$ cat src/rtl/cv_spinner_pkg.sv
// Shared Gray-phase type and saturating arithmetic for the Colecovision spinner encoder.
package cv_spinner_pkg;

    localparam int ACC_W   = 10;
    localparam int ACC_MAX = (1 << (ACC_W - 1)) - 1;
    localparam int ACC_MIN = -(1 << (ACC_W - 1));

    // {quad_a, quad_b}
    typedef enum logic [1:0] {
        PH_00 = 2'b00,
        PH_01 = 2'b01,
        PH_11 = 2'b11,
        PH_10 = 2'b10
    } quad_phase_t;

    function automatic quad_phase_t gray_next(input quad_phase_t phase, input logic dir_fwd);
        quad_phase_t r;
        case (phase)
            PH_00:   r = dir_fwd ? PH_01 : PH_10;
            PH_01:   r = dir_fwd ? PH_11 : PH_00;
            PH_11:   r = dir_fwd ? PH_10 : PH_01;
            default: r = dir_fwd ? PH_00 : PH_11;
        endcase
        return r;
    endfunction

    function automatic int sat_add(input int acc, input int delta,
                                   input int hi = ACC_MAX, input int lo = ACC_MIN);
        int sum;
        sum = acc + delta;
        if (sum > hi)
            return hi;
        else if (sum < lo)
            return lo;
        else
            return sum;
    endfunction

endpackage

$ cat src/rtl/cv_spinner_quad_if.sv
// Host-side delta bus and per-player quadrature outputs of the spinner encoder.
interface cv_spinner_quad_if;
    logic              clk_en_3m58_i;
    logic [2:1]        delta_stb_i;
    logic signed [7:0] delta_p1_i;
    logic signed [7:0] delta_p2_i;
    logic [2:1]        quad_a_o;
    logic [2:1]        quad_b_o;
    logic [2:1]        busy_o;

    modport master (
        output clk_en_3m58_i, delta_stb_i, delta_p1_i, delta_p2_i,
        input  quad_a_o, quad_b_o, busy_o
    );

    modport slave (
        input  clk_en_3m58_i, delta_stb_i, delta_p1_i, delta_p2_i,
        output quad_a_o, quad_b_o, busy_o
    );
endinterface

$ cat src/rtl/cv_spinner_chan.sv
// One player: saturating motion accumulator replayed as paced Gray-code quadrature steps.
// Latency: phase changes one clk_i after the STEP_DIV-th enable tick; delta capture every clk_i.
// Backpressure: none; excess motion saturates the accumulator.
module cv_spinner_chan
    import cv_spinner_pkg::*;
#(
    parameter int ACC_W    = 10,
    parameter int STEP_DIV = 64
) (
    input  logic              clk_i,
    input  logic              reset_i,
    input  logic              clk_en_i,
    input  logic              delta_stb_i,
    input  logic signed [7:0] delta_i,
    output logic              quad_a_o,
    output logic              quad_b_o,
    output logic              busy_o
);
    localparam int               TMR_W    = $clog2(STEP_DIV);
    localparam logic [TMR_W-1:0] TMR_LAST = TMR_W'(STEP_DIV - 1);
    localparam int               LIM_HI   = (1 << (ACC_W - 1)) - 1;
    localparam int               LIM_LO   = -(1 << (ACC_W - 1));

    logic [TMR_W-1:0]        r_tmr;
    logic signed [ACC_W-1:0] r_acc;
    quad_phase_t             r_phase;

    logic                    w_wrap;
    logic                    w_step;
    logic                    w_fwd;
    int                      w_acc_base;
    int                      w_delta;
    logic signed [ACC_W-1:0] w_acc_next;

    assign w_wrap = clk_en_i && (r_tmr == TMR_LAST);
    assign w_step = w_wrap && (r_acc != '0);
    assign w_fwd  = !r_acc[ACC_W-1];

    // A step consumes one unit before the new delta lands, so a same-cycle strobe sums correctly.
    assign w_acc_base = int'(r_acc) - (w_step ? (w_fwd ? 1 : -1) : 0);
    assign w_delta    = delta_stb_i ? int'(delta_i) : 0;
    assign w_acc_next = ACC_W'(sat_add(w_acc_base, w_delta, LIM_HI, LIM_LO));

    always_ff @(posedge clk_i or posedge reset_i) begin
        if (reset_i) begin
            r_tmr   <= '0;
            r_acc   <= '0;
            r_phase <= PH_00;
        end else begin
            r_acc <= w_acc_next;
            if (clk_en_i)
                r_tmr <= w_wrap ? '0 : r_tmr + TMR_W'(1);
            if (w_step)
                r_phase <= gray_next(r_phase, w_fwd);
        end
    end

    assign quad_a_o = r_phase[1];
    assign quad_b_o = r_phase[0];
    assign busy_o   = (r_acc != '0);

endmodule

$ cat src/rtl/cv_spinner_quad.sv
// Two-player Colecovision spinner encoder; CV_SPINNER_SCALE_EN enables delta down-scaling.
// Latency: delta captured next clk_i; steps paced every STEP_DIV clk_en_3m58_i ticks.
// Backpressure: none; accumulators saturate at ACC_W signed limits.
module cv_spinner_quad
    import cv_spinner_pkg::*;
#(
    parameter int ACC_W       = 10,
    parameter int STEP_DIV    = 64,
    parameter int DELTA_SHIFT = 1
) (
    input  logic               clk_i,
    input  logic               reset_i,
    cv_spinner_quad_if.slave   bus
);
    if (STEP_DIV < 2 || STEP_DIV > 1023) begin : g_bad_div
        $error("cv_spinner_quad: STEP_DIV out of range");
    end
    if (DELTA_SHIFT < 0 || DELTA_SHIFT > 7) begin : g_bad_shift
        $error("cv_spinner_quad: DELTA_SHIFT out of range");
    end

    // Biasing negatives before the arithmetic shift makes the division round toward zero.
    function automatic logic signed [7:0] scale_delta(input logic signed [7:0] d);
`ifdef CV_SPINNER_SCALE_EN
        int v;
        v = int'(d);
        if (v < 0)
            v = v + ((1 << DELTA_SHIFT) - 1);
        return 8'(v >>> DELTA_SHIFT);
`else
        return d;
`endif
    endfunction

    logic signed [7:0] w_d1;
    logic signed [7:0] w_d2;

    assign w_d1 = scale_delta(bus.delta_p1_i);
    assign w_d2 = scale_delta(bus.delta_p2_i);

    cv_spinner_chan #(
        .ACC_W    (ACC_W),
        .STEP_DIV (STEP_DIV)
    ) u_chan_p1 (
        .clk_i       (clk_i),
        .reset_i     (reset_i),
        .clk_en_i    (bus.clk_en_3m58_i),
        .delta_stb_i (bus.delta_stb_i[1]),
        .delta_i     (w_d1),
        .quad_a_o    (bus.quad_a_o[1]),
        .quad_b_o    (bus.quad_b_o[1]),
        .busy_o      (bus.busy_o[1])
    );

    cv_spinner_chan #(
        .ACC_W    (ACC_W),
        .STEP_DIV (STEP_DIV)
    ) u_chan_p2 (
        .clk_i       (clk_i),
        .reset_i     (reset_i),
        .clk_en_i    (bus.clk_en_3m58_i),
        .delta_stb_i (bus.delta_stb_i[2]),
        .delta_i     (w_d2),
        .quad_a_o    (bus.quad_a_o[2]),
        .quad_b_o    (bus.quad_b_o[2]),
        .busy_o      (bus.busy_o[2])
    );

endmodule

$ cat src/flat_wrapper.sv
// flat-port wrapper written by rule: the top's interface ports become plain ports
module cv_spinner_quad_flat import cv_spinner_pkg::*;
#(
    parameter int ACC_W       = 10,
    parameter int STEP_DIV    = 64,
    parameter int DELTA_SHIFT = 1
)
  (clk_i, reset_i, bus_clk_en_3m58_i, bus_delta_stb_i, bus_delta_p1_i, bus_delta_p2_i, bus_quad_a_o, bus_quad_b_o, bus_busy_o);
  cv_spinner_quad_if bus_i ();
  input  logic clk_i;
  input  logic reset_i;
  input wire logic [$bits(bus_i.clk_en_3m58_i)-1:0] bus_clk_en_3m58_i;
  input wire logic [$bits(bus_i.delta_stb_i)-1:0] bus_delta_stb_i;
  input wire logic [$bits(bus_i.delta_p1_i)-1:0] bus_delta_p1_i;
  input wire logic [$bits(bus_i.delta_p2_i)-1:0] bus_delta_p2_i;
  output wire logic [$bits(bus_i.quad_a_o)-1:0] bus_quad_a_o;
  output wire logic [$bits(bus_i.quad_b_o)-1:0] bus_quad_b_o;
  output wire logic [$bits(bus_i.busy_o)-1:0] bus_busy_o;
  assign bus_i.clk_en_3m58_i = bus_clk_en_3m58_i;
  assign bus_i.delta_stb_i = bus_delta_stb_i;
  assign bus_i.delta_p1_i = bus_delta_p1_i;
  assign bus_i.delta_p2_i = bus_delta_p2_i;
  assign bus_quad_a_o = bus_i.quad_a_o;
  assign bus_quad_b_o = bus_i.quad_b_o;
  assign bus_busy_o = bus_i.busy_o;
  cv_spinner_quad #(.ACC_W(ACC_W), .STEP_DIV(STEP_DIV), .DELTA_SHIFT(DELTA_SHIFT)) u_core (.clk_i(clk_i), .reset_i(reset_i), .bus(bus_i));
endmodule
$ cat config.mk
export PLATFORM = sky130hd
export DESIGN_NAME = cv_spinner_quad_flat
export DESIGN_NICKNAME = d
export VERILOG_FILES = /design/src/rtl/cv_spinner_pkg.sv /design/src/rtl/cv_spinner_quad_if.sv /design/src/rtl/cv_spinner_chan.sv /design/src/rtl/cv_spinner_quad.sv /design/src/flat_wrapper.sv
export SDC_FILE = /design/constraint.sdc
export NUM_CORES = 1
export LEC_CHECK = 0
export CORE_UTILIZATION = 25
export DETAILED_ROUTE_END_ITERATION = 8
export SETUP_SLACK_MARGIN = 0.4
export SLEW_MARGIN = 5
export SYNTH_ARGS = -nofsm -noshare
export SYNTH_HDL_FRONTEND = slang
export SYNTH_HIERARCHICAL = 1
export SYNTH_SLANG_ARGS = --single-unit
$ cat constraint.sdc
create_clock -name clk_i -period 6.43 [get_ports clk_i]
set_clock_uncertainty 0.1 [all_clocks]
set_input_delay 0.9645 -clock clk_i [delete_from_list [all_inputs] [get_ports clk_i]]
set_output_delay 0.9645 -clock clk_i [all_outputs]
set_load 0.05 [all_outputs]
### After elaboration in Yosys (flattened, before gate mapping)

Index checks and enable logic that the tools add are counted.

| operators by class | value |
|---|---|
| add/sub/neg operators | 6 |
| order comparisons | 4 |
| equality and inequality tests | 6 |
| mux-type cells | 22 |
| reductions and logical operators | 8 |

Operators with widths:

| kind | count |
|---|---|
| $mux W32 | 6 |
| $add A32 B32 Y32 | 2 |
| $gt A32 B10 Y1 const B | 2 |
| $lt A32 B10 Y1 const B | 2 |
| $sub A10 B32 Y32 | 2 |
| $mux W10 | 4 |
| $reduce_bool A10 Y1 | 2 |
| $mux W2 | 8 |
| $add A6 B1 Y6 const B | 2 |
| $eq A6 B6 Y1 const B | 2 |
| $mux W6 | 2 |
| $pmux W2 S3 | 2 |
| $eq A2 B1 Y1 const B | 2 |
| $eq A2 B2 Y1 const B | 2 |
| $logic_and A1 B1 Y1 | 4 |
| $logic_not A2 Y1 | 2 |

| storage, ports and cells | value |
|---|---|
| register bits | 36 |
| bits of input ports | 21 |
| output and inout bits | 6 |
| word-level logic and storage cells | 52 |

### Logic depth before layout (Yosys ltp)

Gate-level depths: netlist of the first run.

| logic depth | value |
|---|---|
| depth after elaboration | 9 |
| mapped depth | 22 |
| gate-level depth less buffers | 20 |

### Modules after synthesis

The synthesis of the first run kept the hierarchy.

By module, submodules not included:

| module | times used | cells an instance | area an instance (µm²) | seq. area each (µm²) |
|---|---|---|---|---|
| cv_spinner_chan at u_core.u_chan_p2 | 1 | 215 | 1,923.1 | 450.4 |
| cv_spinner_chan at u_core.u_chan_p1 | 1 | 202 | 1,834.3 | 450.4 |

### Least setup slack after synthesis of the first run

No wires, ideal clock.

| path | value |
|---|---|
| path kind | input-to-reg |
| from | input bus_clk_en_3m58_i |
| to | register u_core.u_chan_p2.r_acc[1] |
| library setup time | 121 ps |
| arrival | 5,395 ps |
| path slack | 814 ps |
| stages on the path | 21 |
| buffers on the path | 1 |
| cell sequence | clkbuf_1 > and4_1 > and3_1 > nand2_1 > inv_1 > fa_1 > inv_1 > ha_1 > a21o_1 > a31o_1 > o211ai_1 > a21oi_1 > o21ai_0 > nand2b_1 > fa_1 > nor4bb_1 > and4_2 > nand2_1 > a221oi_1 > a311oi_1 > o22a_1 |

| between the ends | value |
|---|---|
| longest elaborated chain between the ends | 8 |
| elaborated cells on any way between the ends | 9 |
| classes of those cells | add/sub: 2; order compare: 2; mux: 3; reduce/logical: 2 |

RTL lines:

| what | line | text |
|---|---|---|
| from (decl) | flat_wrapper.sv:12 | `input wire logic [$bits(bus_i.clk_en_3m58_i)-1:0] bus_clk_en_3m58_i;` |
| $logic_and A1 B1 Y1 (*) | cv_spinner_chan.sv:35 | `assign w_wrap = clk_en_i && (r_tmr == TMR_LAST);` |
| $logic_and A1 B1 Y1 (*) | cv_spinner_chan.sv:36 | `assign w_step = w_wrap && (r_acc != '0);` |
| $mux W32 (*) | cv_spinner_chan.sv:40 | `assign w_acc_base = int'(r_acc) - (w_step ? (w_fwd ? 1 : -1) : 0);` |
| $sub A10 B32 Y32 (*) | cv_spinner_chan.sv:40 |  |
| $add A32 B32 Y32 (*) | cv_spinner_pkg.sv:30 | `sum = acc + delta;` |
| $lt A32 B10 Y1 | cv_spinner_pkg.sv:33 | `else if (sum < lo)` |
| $mux W10 | cv_spinner_pkg.sv:33 |  |
| $mux W10 (*) | cv_spinner_pkg.sv:31 | `if (sum > hi)` |
| net u_core.u_chan_p2.w_acc_next[1] | cv_spinner_chan.sv:33 | `logic signed [ACC_W-1:0] w_acc_next;` |
| to (signal assigned) | cv_spinner_chan.sv:50 | `r_acc <= w_acc_next;` |
| to (decl) | cv_spinner_chan.sv:25 | `logic signed [ACC_W-1:0] r_acc;` |

Mark *: on every way through the listed nets, which the timed path passes. The rest lies on a longest branch.
A chain may end at the register's enable or synchronous reset.

### Final worst setup path of the first run

| path | value |
|---|---|
| from | input bus_clk_en_3m58_i |
| to | register u_core.u_chan_p2.r_acc[6] |

The elaborated chain is that of the path after synthesis.

==> results of run 1 <==
-- routing by layer --
metal  up-vias  global-route usage [%]
li1       1531                       -
met1      1506                   13.50
met2        43                   20.05
met3         8                   2.062
met4         0                   2.551
met5         -                       0
-- cell families after synthesis --
logic type | after synthesis | share of synthesized area, %
xor+xnor | 21 | 4.895
flops | 36 | 23.98
simple gates | 125 | 18.05
compound gates | 95 | 18.38
buf+inv | 79 | 8.525
fa+ha+maj | 58 | 25.31
mux | 3 | 0.8658
-- worst max-delay path by stage --
stage / cells after the start / slack (ps) / from / endpoint
4_1_cts: 21 / 410 / bus_clk_en_3m58_i / u_core/u_chan_p2/r_acc[7]
6_report: 20 / 620 / bus_clk_en_3m58_i / u_core/u_chan_p2/r_acc[6]
3_5_place_dp: 21 / 60 / bus_clk_en_3m58_i / u_core/u_chan_p2/r_acc[7]
3_3_place_gp: 21 / 220 / bus_clk_en_3m58_i / u_core/u_chan_p2/r_acc[1]
5_1_grt: 20 / 310 / bus_clk_en_3m58_i / u_core/u_chan_p2/r_acc[6]
2_1_floorplan: 21 / 810 / bus_clk_en_3m58_i / u_core/u_chan_p2/r_acc[1]
-- stage by stage --
stage | cell area [um^2] | hold slack (ps) | utilization [%]
after detailed placement | 4224 | 391.9 | 28.95
after global routing | 4603 | 423.3 | 31.55
after global placement | 4224 | 383.5 | 28.95
after floorplan | 3757 | 359.0 | -
final | 4603 | 403.0 | 31.55
after CTS | 4378 | 403.6 | 30.01
-- flip-flops by register name, summed over array words and instances (netlist names) --
signal,flops
u_core/u_chan_p1/r_acc,10
u_core/u_chan_p1/r_phase,2
u_core/u_chan_p2/r_acc,10
u_core/u_chan_p2/r_tmr,6
u_core/u_chan_p1/r_tmr,6
u_core/u_chan_p2/r_phase,2
-- synthesized netlist by cell type (4+ instances only) --
master,number
inv_1,71
nand2_1,38
dfrtp_1,36
fa_1,30
ha_1,28
a21oi_1,20
nor2_1,17
nand3_1,16
o21ai_0,15
a21o_1,14
xnor2_1,12
nand4_1,11
xor2_1,9
nand2b_1,6
nor4bb_1,6
nor4_1,5
o211ai_1,5
a21oi_2,4
nor2b_1,4
-- area by class of cell --
type | count | area [um^2]
clock buffers | 6 | 128.9
fillers | 1509 | 9986
inverters | 71 | 274.0
well taps | 184 | 230.2
multi-input cells | 302 | 2669
flip-flops and latches | 36 | 900.9
repair buffers | 44 | 395.4
clock inverters | 1 | 5.005
-- timing repair --
item | 4_1_cts | 5_1_grt
pin swaps | 0 | 11
gates resized for setup | 3 | 26
endpoints found under the setup margin | 9 | 18
setup buffers | 1 | 13
==> impl_metrics.yaml, run 1 <==
setup_path:
  max_stage_delay_ps: 500
  critPathCaptureType: "flip-flop"
  worstSetupPathType: "in2reg"
  r2r_start: "u_core/u_chan_p2/r_tmr[0]"
  r2r_cells: 19
  path_delay_family: "compound AO/OA/AOI/OAI gates"
  crit_buf_inv: 5
  arrival_ps: 5900
  cp_data_required_time_ps: 6520
  reg2reg_to: "u_core/u_chan_p2/r_acc[6]"
  cp_slowest_cell: "fa_1"
  crit_fanout: 7
  cp-start-kind: "primary input"
  rrSetupSlack_ps: 1220
  crit_path_cell_trace: "clkdlybuf4s50_1, and4_1, and3_1, nand2_2, clkinvlp_4, buf_4, fa_1, inv_1, ha_1, a21o_1, a221o_2, a21oi_4, o21ai_1, a21oi_1, fa_1, nor4bb_1, o2111ai_2, inv_1, and3_4, a2bb2oi_1"
synth:
  postSynthCellCount: 417
  ys_ff_latch: 36
  synth-edff-count: 0
  syn_nets: 496
  async_flop_share_pct: 100.0
  netlist.area_leader.share_pct: 23.98
  syn_area_per_cell_um2: 9.010
  syn-cell-area_um2: 3757
  ys_seq_area_share_pct: 23.98
  yosysWarnings: 6
  ys_types: 61
  synthFlopType: "dfrtp_1"
  yosysTopAreaCell: "dfrtp_1"
  synth_area_leaders: "dfrtp_1, fa_1, ha_1"
timing:
  post-route-period-util_pct: 90.42
  tightest_slew_ps: 701.8
  rsz0062_at_grt: "no"
  finalMaxSlewViolations: 0
  fin_crit_ps: 5814
  fmax_ghz: 0.1720
  layout_setup_ws_ps: 616.2
  tns_ps: 0
  setup_viol: 0
  hold_violations: 0
  max_slew_margin_pct: 53.16
clock_tree:
  clk_pin_slew_ps: 50
  cts_num_sinks: 36
  clock_latency_ps: 270
  htree_num_levels: 2
  cts_tree: "yes"
  cts_buffer_depth: 2
  clock-root-buffer: "clkbuf_16"
  cts_made_buffers: 5
  cts_hold_buf: 0
grt:
  grt_max_degree: 19
  antenna_found_initial: 0
  grt_pass1_vias: 3205
  grt_usage_pct: 11.09
  grt_first_pass_wirelength_um: 14450
  overflow: 0
cells_and_area:
  final_cells: 644
  drive_gt1_share_pct: 13.70
  area_growth_pct: 22.51
  mostFrequentLayoutCells: "inv_1, nand2_1, dfrtp_1"
  insertedDiodeCount: 0
  layout_commonest_cell: "inv_1"
  fin_nets: 539
floorplan:
  row_count: 44
  die_width_um: 124.6
  fp.dieArea_um2: 15520
  core_um2: 14590
  io_pins: 27
  die_y_um: 124.6
  start_util_pct: 25.75
detailed_routing:
  drt_wl_total_um: 8459
  wl_per_cell_um: 13.14
  dr.pass1.iters: 4
  vias: 3088
  wl_met2_um: 4274
  drt_iter0_markers: 135
  wl_met1_um: 3804
  drc: 0
  dr_wl_met3_um: 290
  avgViaCountPerCell: 4.795
  maxUsedRoutingLayer: "met4"
  detail-route-antenna-nets: 0
placed_design:
  io_buffers: 26
  pre_cts_ws_ps: 61.91
  placedCellCount: 623
  finalWeightedCongestion: 0.8529
  dp_hpwl_um: 6700
worst_hold_path:
  hold_class: "reg2reg"
  worstHoldStart: "u_core/u_chan_p1/r_tmr[4]"
  hold_depth: 1
  holdPathEnd: "u_core/u_chan_p1/r_tmr[4]"
run_status:
  status: "completed"
run:
  drv_cap: 0
Power of run 1 is left out: the tool's default activity adds up to more than one toggle a clock period on the data nets, which glitch-free logic cannot reach.
==> run 2: changes to the inputs <==
Settings changed: SYNTH_HIERARCHICAL 1 to not set.
==> impl_metrics.yaml, run 2 <==
run_status:
  status: "completed"
timing:
  post-route-period-util_pct: 87.61
  tightest_slew_ps: 596.3
  fmax_ghz: 0.1775
  fin_crit_ps: 5633
  finalMaxSlewViolations: 0
  timing.hold.ws_ps: 396.0
  hold_violations: 0
  rsz0062_at_grt: "no"
  max_slew_margin_pct: 59.74
  setup_viol: 0
clock_tree:
  htree_num_levels: 2
  cts_buffer_depth: 2
  clock-root-buffer: "clkbuf_16"
  cts_made_buffers: 5
  clock_latency_ps: 280
  cts_tree: "yes"
  cts_num_sinks: 36
  clk_pin_slew_ps: 50
grt:
  grt_max_degree: 37
  grt_pass1_vias: 3187
  use_met3_pct: 2.109
  busiest_layer: "met2"
  overflow: 0
  met2_usage_pct: 19.69
  antenna_found_initial: 0
  grt_first_pass_wirelength_um: 14880
  grtUsageMet1_pct: 14.89
  grt_usage_pct: 11.49
setup_path:
  cp_data_required_time_ps: 6520
  rrSetupSlack_ps: 950
  reg2reg_to: "u_core.u_chan_p1.r_acc[8]"
  cp-start-kind: "primary input"
  critPathCaptureType: "flip-flop"
  r2r_start: "u_core.u_chan_p1.r_tmr[0]"
  r2r_cells: 19
  crit_fanout: 7
  arrival_ps: 5720
  worstSetupPathType: "in2reg"
cells_and_area:
  drive_gt1_share_pct: 11.97
  reg_top3: "u_core.u_chan_p1.r_acc: 10 flops, u_core.u_chan_p2.r_acc: 10 flops"
  fin_nets: 546
  mostFrequentLayoutCells: "inv_1, nand2_1, dfrtp_1"
  area_growth_pct: 18.09
  layout_commonest_cell: "inv_1"
  insertedDiodeCount: 0
synth:
  yosysWarnings: 0
  ys_seq_area_share_pct: 23.17
  synth.cells.most_frequent: "inv_1, nand2_1, dfrtp_1, fa_1, ha_1"
  ys_types: 69
  async_flop_share_pct: 100.0
  syn_nets: 509
  syn_area_per_cell_um2: 9.041
  yosysMostFrequentCell: "inv_1"
  yosysTopAreaCell: "dfrtp_1"
  synth-edff-count: 0
  syn-cell-area_um2: 3887
  postSynthCellCount: 430
  synthFlopType: "dfrtp_1"
  ys_ff_latch: 36
  synth_area_leaders: "dfrtp_1, fa_1, ha_1"
  netlist.area_leader.share_pct: 23.17
placed_design:
  io_buffers: 26
  dp_hpwl_um: 7108
  finalWeightedCongestion: 0.8538
detailed_routing:
  wl_per_cell_um: 13.17
  vias: 3123
  drt_wl_total_um: 8641
  drc: 0
  drt_iter0_markers: 129
  dr.pass1.iters: 4
  avgViaCountPerCell: 4.761
  detail-route-antenna-nets: 0
run:
  drv_cap: 0
worst_hold_path:
  holdPathEnd: "u_core.u_chan_p1.r_tmr[2]"
  hold_depth: 1
  hold_class: "reg2reg"
  worstHoldStart: "u_core.u_chan_p1.r_tmr[2]"
floorplan:
  start_util_pct: 25.57
  die_y_um: 126.7
  die_width_um: 126.7
  io_pins: 27
  fp.dieArea_um2: 16050
  core_um2: 15200
  row_count: 45
-- run 2: cell count changes after synthesis, sizes merged, moves of 5 or more --
cell   before  now
nand3      16    7
o31ai       0    6
o21ai      20   25
a31oi       3    9
nor3        2    8
a21o       14    6
-- run 2: critical path, cell delays in order --
cell,delay (ps)
clkbuf_2,120
and3_1,190
and4_1,230
nand2_1,170
clkinvlp_4,270
fa_1,570
inv_1,50
ha_1,340
o211ai_1,210
o21a_1,260
o31ai_4,90
a311o_1,410
inv_1,90
fa_1,420
or4b_1,500
nor3_2,250
and2b_1,230
a31oi_2,150
a31oi_1,210
-- run 2: worst max path at each step --
| stage | to | slack (ps) | startpoint | cells after the start |
|---|---|---|---|---|
| 3_3_place_gp | u_core.u_chan_p2.r_acc[2] | 140 | bus_clk_en_3m58_i | 21 |
| 6_report | u_core.u_chan_p1.r_acc[8] | 800 | bus_clk_en_3m58_i | 19 |
| 3_5_place_dp | u_core.u_chan_p2.r_acc[4] | -10 | bus_clk_en_3m58_i | 21 |
| 5_1_grt | u_core.u_chan_p2.r_acc[4] | 440 | bus_clk_en_3m58_i | 21 |
| 2_1_floorplan | u_core.u_chan_p2.r_acc[2] | 860 | bus_clk_en_3m58_i | 19 |
| 4_1_cts | u_core.u_chan_p1.r_acc[8] | 400 | bus_clk_en_3m58_i | 19 |
-- run 2: layout make-up --
cell class                      count  area (um^2)
Timing Repair Buffer               42        377.9
Clock inverter                      2        10.01
Sequential cell                    36        900.9
Clock buffer                        6        138.9
Inverter                           74        281.5
Fill cell                        1588        10610
Multi-Input combinational cell    308         2646
Tap cell                          188        235.2
-- run 2: logic make-up (layout without fill, tap and decap cells) --
kind of cell	after synthesis	in the layout	synth area share, %
AND/OR/NAND/NOR	125	125	18.31
AO/OA/AOI/OAI	99	99	18.86
buffers and inverters	86	124	9.173
adder cells (fa/ha/maj)	58	58	24.46
flip-flops	36	36	23.17
XOR/XNOR	23	23	5.182
multiplexers	3	3	0.8368
-- run 2: metrics by stage --
stage	worst slack [ps]	TNS [ps]	utilization, %	std cells	area (um^2)
2_1_floorplan	861.9	0	-	430	3887
3_3_place_gp	135.4	0	28.95	645	4402
3_5_place_dp	-11.87	-29.24	28.95	645	4402
4_1_cts	401.2	0	30.04	653	4567
5_1_grt	440.3	0	30.20	656	4591
6_report	796.9	0	30.20	656	4591
-- run 2: what timing repair did --
| item | 4_1_cts | 5_1_grt |
|---|---|---|
| endpoints found under the setup margin | 10 | 18 |
| buffers inserted | 0 | 3 |
| gates resized for setup | 4 | 5 |
| hold buffers | 0 | 0 |
| pin swaps | 1 | 2 |
-- run 2: layer usage --
layer	share of wire [%]	up-vias	routed length, um
li1	-	1564	-
met1	48	1476	4129
met2	47	70	4056
met3	4.1	13	353
met4	1.2	0	102
met5	0	-	0
Power of run 2 is left out for the same reason.
==> run 3: changes to the inputs <==
Settings changed: HOLD_SLACK_MARGIN set to 0.05.
Clock period 6.43 ns to 6 ns, I/O delays scaled along.
==> impl_metrics.yaml, run 3 (synthesized netlist as in run 2, its figures left out) <==
clock_tree:
  cts_made_buffers: 5
  clock-root-buffer: "clkbuf_16"
  clock_latency_ps: 270
  htree_num_levels: 2
  cts_tree: "yes"
  cts_num_sinks: 36
  cts_hold_buf: 0
  cts_buffer_depth: 2
  clk_pin_slew_ps: 50
grt:
  grt_pass1_vias: 3366
  grt_usage_pct: 11.85
  antenna_found_initial: 0
  grt_max_degree: 37
  grt_first_pass_wirelength_um: 15580
  overflow: 0
cells_and_area:
  insertedDiodeCount: 0
  regArea_um2: 900.9
  area_growth_pct: 26.71
  drive_gt1_share_pct: 19.79
  multi_input_comb_area_um2: 2839
  layout_commonest_cell: "inv_1"
  reg_top3: "u_core.u_chan_p1.r_acc: 10 flops, u_core.u_chan_p2.r_acc: 10 flops"
  mostFrequentLayoutCells: "inv_1, nand2_1, dfrtp_1"
  fillCellCount: 1598
  fin_nets: 564
setup_path:
  cp_data_required_time_ps: 6090
  crit_fanout: 6
  cp-start-kind: "primary input"
  worstSetupPathType: "in2reg"
  arrival_ps: 5440
  critPathCaptureType: "flip-flop"
placed_design:
  pre_cts_ws_ps: -86.49
  io_buffers: 26
  dp_hpwl_um: 7393
  finalWeightedCongestion: 0.8706
floorplan:
  row_count: 45
  die_y_um: 126.7
  start_util_pct: 25.57
  fp.dieArea_um2: 16050
  die_width_um: 126.7
  core_um2: 15200
  io_pins: 27
timing:
  finalMaxSlewViolations: 0
  timing.hold.ws_ps: 416.9
  rsz0062_at_grt: "no"
  setup_viol: 0
  hold_violations: 0
  layout_setup_ws_ps: 653.3
  tightest_slew_ps: 658.3
  fmax_ghz: 0.1870
  max_slew_margin_pct: 55.56
  fin_crit_ps: 5347
  post-route-period-util_pct: 89.11
detailed_routing:
  drc: 0
  drt_wl_total_um: 9317
  avgViaCountPerCell: 4.816
  vias: 3241
  detail-route-antenna-nets: 0
  dr.pass1.iters: 4
  wl_per_cell_um: 13.84
  drt_iter0_markers: 131
run:
  drv_cap: 0
run_status:
  status: "completed"
worst_hold_path:
  hold_class: "reg2reg"
## run 3: stage by stage
step	util, %	area (um^2)	std cells	setup TNS [ps]
CTS	31.32	4761	669	0
finish	32.40	4926	673	0
detailed placement	29.78	4527	660	-348.4
global route	32.40	4926	673	0
floorplan	-	3887	430	0
global placement	29.78	4527	660	-9.071
## run 3: path summary, 6_finish.rpt
path | from | end | slack [ps] | cells after the start
hold reg to reg | u_core.u_chan_p1.r_tmr[2] | u_core.u_chan_p1.r_tmr[2] | 420 | 1
max in group asynchronous | reset_i | u_core.u_chan_p2.r_phase[1] | 4520 | 3
setup reg to reg | u_core.u_chan_p2.r_tmr[0] | u_core.u_chan_p2.r_acc[5] | 870 | 21
setup / recovery | bus_clk_en_3m58_i | u_core.u_chan_p2.r_acc[5] | 650 | 22
hold / removal | u_core.u_chan_p1.r_tmr[2] | u_core.u_chan_p1.r_tmr[2] | 420 | 1
min in group asynchronous | reset_i | u_core.u_chan_p2.r_acc[3] | 940 | 3
## run 3: critical path, stage by stage
cell	delay [ps]
dlymetal6s2s_1	130
and4_1	170
and3_4	200
nand2_4	90
inv_4	50
buf_12	130
fa_1	500
inv_1	70
ha_4	170
a21o_4	220
a31oi_4	200
a211oi_4	100
or3_4	390
a21oi_4	180
inv_2	50
fa_1	550
nor4bb_4	300
o2111ai_2	200
a2111oi_4	410
buf_4	200
a21oi_4	80
o21ai_1	160
## run 3: what timing repair did
action | CTS | global route
endpoints found under the setup margin | 16 | 18
setup buffers | 2 | 4
pin swaps | 4 | 17
gates resized for setup | 18 | 27
## run 3: routing by layer
layer	routed length [um]	GRT usage, %
met3	305	2.109
met1	4225	14.96
met4	131	2.171
met5	0	0
met2	4654	21.25
## run 3: layout make-up
class                           count  area share (%)
Sequential cell                    36           18.29
Multi-Input combinational cell    308           57.63
Inverter                           74           5.690
Tap cell                          188           4.775
Clock buffer                        6           2.616
Timing Repair Buffer               60           10.90
Clock inverter                      1          0.1016
Power of run 3 is left out for the same reason.
